### config.mk
export PLATFORM = sky130hd
export DESIGN_NAME = gf2m_serial_multiplier
export DESIGN_NICKNAME = d
export VERILOG_FILES = /design/src/rtl/gf2m_serial_multiplier.sv
export SDC_FILE = /design/constraint.sdc
export NUM_CORES = 2
export LEC_CHECK = 0
export CAP_MARGIN = 20
export CORE_MARGIN = 2
export CORE_UTILIZATION = 60
export DETAILED_ROUTE_END_ITERATION = 16
export PLACE_DENSITY_LB_ADDON = 0.05
export SETUP_SLACK_MARGIN = 0.3
export SLEW_MARGIN = 20
export SYNTH_ARGS = -nofsm -noshare
export SYNTH_HDL_FRONTEND = slang
export SYNTH_SLANG_ARGS = --single-unit
### constraint.sdc
create_clock -name clk -period 6.2 [get_ports clk]
set_input_delay 0.93 -clock clk [delete_from_list [all_inputs] [get_ports clk]]
set_output_delay 0.93 -clock clk [all_outputs]
set_load 0.03 [all_outputs]
### src/rtl/gf2m_serial_multiplier.sv
// Bit-serial polynomial-basis multiplier over GF(2^M), MSB-first
// shift-and-add with interleaved reduction by f(x) = x^M + POLY.
// One operand bit is consumed per clock, so a product takes M cycles.
// Latency is the same for every operand value, including zero operands.
module gf2m_serial_multiplier #(
    parameter int unsigned  M    = 233,
    parameter logic [255:0] POLY = (256'd1 << 74) | 256'd1
) (
    input  logic         clk,
    input  logic         rst_n,
    input  logic         start,
    input  logic [255:0] a,
    input  logic [255:0] b,
    output logic         busy,
    output logic         done,
    output logic [255:0] c
);

    // The counter walks the multiplier bits from M-1 down to 0.
    localparam int unsigned CW = (M > 1) ? $clog2(M) : 1;

    typedef enum logic {
        IDLE,
        RUN
    } state_t;

    state_t        state;
    state_t        state_next;
    logic [M-1:0]  a_r;
    logic [M-1:0]  b_r;
    logic [M-1:0]  z;
    logic [M-1:0]  z_next;
    logic [M-1:0]  c_r;
    logic [CW-1:0] cnt;
    logic          load;
    logic          finish;

    // Operand bits above the field degree are deliberately ignored.
    if (M < 256) begin : g_ignore_upper
        logic unused_upper_bits;
        assign unused_upper_bits = ^{a[255:M], b[255:M]};
    end

    // One Horner step: z*x mod f, then add b when the current multiplier bit is set.
    always_comb begin
        z_next = {z[M-2:0], 1'b0};
        if (z[M-1]) begin
            z_next = z_next ^ POLY[M-1:0];
        end
        if (a_r[cnt]) begin
            z_next = z_next ^ b_r;
        end
    end

    // State register; reset aborts any multiplication in flight.
    always_ff @(posedge clk or negedge rst_n) begin
        if (!rst_n) begin
            state <= IDLE;
        end else begin
            state <= state_next;
        end
    end

    // Next-state decode: start is only honoured in IDLE, RUN ends after the bit-0 step.
    always_comb begin
        state_next = state;
        load       = 1'b0;
        finish     = 1'b0;
        case (state)
            IDLE: begin
                if (start) begin
                    load       = 1'b1;
                    state_next = RUN;
                end
            end
            RUN: begin
                if (cnt == '0) begin
                    finish     = 1'b1;
                    state_next = IDLE;
                end
            end
            default: begin
                state_next = IDLE;
            end
        endcase
    end

    // Datapath: capture operands at start, iterate while running, publish on the last step.
    always_ff @(posedge clk or negedge rst_n) begin
        if (!rst_n) begin
            a_r  <= '0;
            b_r  <= '0;
            z    <= '0;
            cnt  <= '0;
            c_r  <= '0;
            done <= 1'b0;
        end else begin
            done <= finish;
            if (load) begin
                a_r <= a[M-1:0];
                b_r <= b[M-1:0];
                z   <= '0;
                cnt <= CW'(M - 1);
            end else if (state == RUN) begin
                z <= z_next;
                if (finish) begin
                    c_r <= z_next;
                end else begin
                    cnt <= cnt - CW'(1);
                end
            end
        end
    end

    // Busy follows the state directly, so it is high for exactly the M RUN cycles.
    always_comb begin
        busy = (state == RUN);
    end

    // The product is zero-extended onto the full 256-bit bus.
    always_comb begin
        c        = '0;
        c[M-1:0] = c_r;
    end

endmodule

==> results.yml <==
status:
  status: "finished clean"
timing:
  slew_viol_final: 0
  min_period_over_period_pct: 76.6
  setup_viol: 0
  fin_crit_ns: 4.75
  hold_viol: 0
  setup_tns_ns: 0
  max_freq_mhz: 211
  rsz0062_at_grt: "false"
  tightestPinTransition_ns: 1.01
  relSlewSlack_pct: 32.7
  fin_skew_ns: 0.0321
clocking:
  cts_tree: "done"
  clock_path_buffers: 3
  cts.reportedPaths.clkPinSlew_ns: 0.06
  clock-sinks: 942
  cts_max_level: 3
  cts_hold_buf: 0
  ctsResizeCount: 0
  cts-root-buf: "clkbuf_16"
  cts_buffers: 102
  postCtsSetupBuffers: 0
  clk_latency_ns: 0.68
floorplan:
  ios: 773
  rows: 108
  initial_core_util_pct: 60.3
  die-area_sq_um: 89300
  dieHeight_um: 299
  die_w_um: 299
  coreArea_sq_um: 86500
final_layout:
  fillers: 6568
  drive_gt1_share_pct: 4.88
  layout_common_cells: "nand2_1 (1654), dfrtp_1 (939), clkdlybuf4s50_1 (701)"
  synthToLayoutAreaGrowth_pct: 20.5
  nets: 6514
  mostFrequentLayoutCell: "nand2_1"
logic_synthesis:
  synth-seq-area-share_pct: 45.2
  synth.yosys.warnings: 0
  syn_avg_cell_area_sq_um: 9.30
  synth_cells: 5607
  synth_ff_type: "dfrtp_1"
  synth.distinct_cells: 59
  asyncSetResetFlopFracSynth_pct: 100
  syn_area_sq_um: 52100
  ys_seq_elements: 942
  synth_edf_count: 0
grt:
  gr-usage-all-layers_pct: 32.4
  grt_pass1_vias: 42902
  antenna_found_initial: 34
  grt_pass1_wl_um: 234000
  grt_max_degree: 257
  gr-total-overflow: 0
critical_path:
  crit_family: "buffers and inverters"
  cp.arrival_ns: 5.28
  cp-end-kind: "flip-flop"
  cpMaxStageDelayCell: "buf_4"
  max_stage_delay_ns: 0.86
  cp_max_fo: 125
  worst_ep_required_time_ns: 6.73
  path_class: "flip-flop to flip-flop"
  critical_path_buf_inv_count: 3
  path_cells: "buf_4 > nor2_1 > nor4b_1 > nand4_1 > inv_8 > buf_4 > mux2i_1 > nand3_1"
  cpMostUsedCell: "buf_4"
  crit_path_start_kind: "flip-flop"
placement:
  place.port_buffers: 703
  place_congestion: 0.857
  hpwlAfterDp_um: 94300
power_and_ir_drop:
  powerDensity_nw_per_um2: 479
  power_uw: 30100
  ir_drop_mv: 0.411
  p_leak_uw: 0.0290
routing:
  viasPerCell: 6.13
  drtAntennaViolNets: 0
  firstDrtPassIters: 6
  drc: 0
  wire_per_inst_um: 20.3
  finalWirelength_um: 147000
  vias: 44552
  drt_iter0_drc: 3790
worst_hold_path:
  hp-class: "input port to async pin"
run:
  max-cap-violations: 0
==> power by group <==
part	leakage, uW	total, uW	switching (uW)	internal [uW]
clock	0.00165	6140	2600	3540
combinational	0.0158	13400	7060	6320
sequential	0.0116	10600	2180	8420
total	0.0290	30100	11800	18300
==> state kept, by name, indices dropped and copies added (netlist names) <==
register	flops
z	233
a_r	233
c_r	233
done	1
busy	1
b_r	233
cnt	8
==> cell usage after synthesis (4+ instances only) <==
library cell	n	area [sq um]
nand2_1	1654	6210
dfrtp_1	942	23600
clkbuf_1	373	1400
mux2i_1	251	2510
nand3_1	245	1230
nor2b_1	236	1480
a211o_1	235	2060
nor3b_1	235	1760
nor3_1	234	1170
a221o_1	232	2320
nand3b_1	232	1740
and3b_1	231	2020
nand4b_1	231	2020
buf_4	58	435
mux4_2	53	1190
buf_2	51	255
buf_1	22	82.6
nor2_1	10	37.5
a21oi_1	6	30.0
buf_6	6	67.6
a22oi_1	5	37.5
nand4_1	5	31.3
inv_1	4	15.0
nand2b_1	4	25.0
xnor2_1	4	35.0
==> metal layers <==
| metal | global-route usage [%] | part of all wire (%) | vias to the layer above |
|---|---|---|---|
| met4 | 15.5 | 4.7 | 18 |
| met5 | 0 | 0.080 | - |
| li1 | - | - | 20754 |
| met3 | 6.49 | 6.8 | 320 |
| met1 | 42.9 | 41 | 22013 |
| met2 | 51.3 | 47 | 1447 |
==> cell families (layout without fill, tap and decap cells) <==
kind of cell,count (synthesis),after routing,synth area share [%]
compound gates,503,503,8.93
xor+xnor,6,6,0.101
fa+ha+maj,2,2,0.0480
buf+inv,518,969,4.38
flops,942,942,45.2
mux,306,306,7.15
other cells,1,50,0.00719
simple gates,3329,3329,34.2
==> final timing paths <==
check                      slack, ns        to  cells after the start      from
max                             1.45   c_r[13]                      8    cnt[3]
min                             0.27   b_r[39]                      1     rst_n
max reg2reg                     1.45   c_r[13]                      8    cnt[3]
min reg2reg                     0.47  a_r[116]                      2  a_r[116]
max in group asynchronous       4.58      busy                      3     rst_n
min in group clk                0.47  a_r[116]                      2  a_r[116]
==> final cells by class <==
| class | instances | area, sq um | share of cell area [%] |
|---|---|---|---|
| multi-input cells | 4169 | 26400 | 42.0 |
| clock inverters | 30 | 338 | 0.538 |
| clock buffers | 157 | 3000 | 4.77 |
| repair buffers | 775 | 7960 | 12.7 |
| diodes | 27 | 67.6 | 0.108 |
| well taps | 1155 | 1450 | 2.30 |
| inverters | 7 | 36.3 | 0.0578 |
| flip-flops and latches | 942 | 23600 | 37.5 |
==> metrics by stage <==
| step | std cells | cell area [sq um] | util, % | hold slack (ns) | worst slack, ns |
|---|---|---|---|---|---|
| after CTS | 7234 | 62700 | 72.5 | 0.271 | 1.46 |
| after global placement | 7047 | 59400 | 68.7 | 0.454 | 1.61 |
| final | 7262 | 62800 | 72.6 | 0.268 | 1.45 |
| after detailed placement | 7047 | 59400 | 68.7 | 0.457 | 1.50 |
| after floorplan | 5629 | 52200 | - | 0.440 | 3.24 |
| after global routing | 7261 | 62800 | 72.6 | 0.293 | 1.14 |
Power figures use the tool's default switching activity.
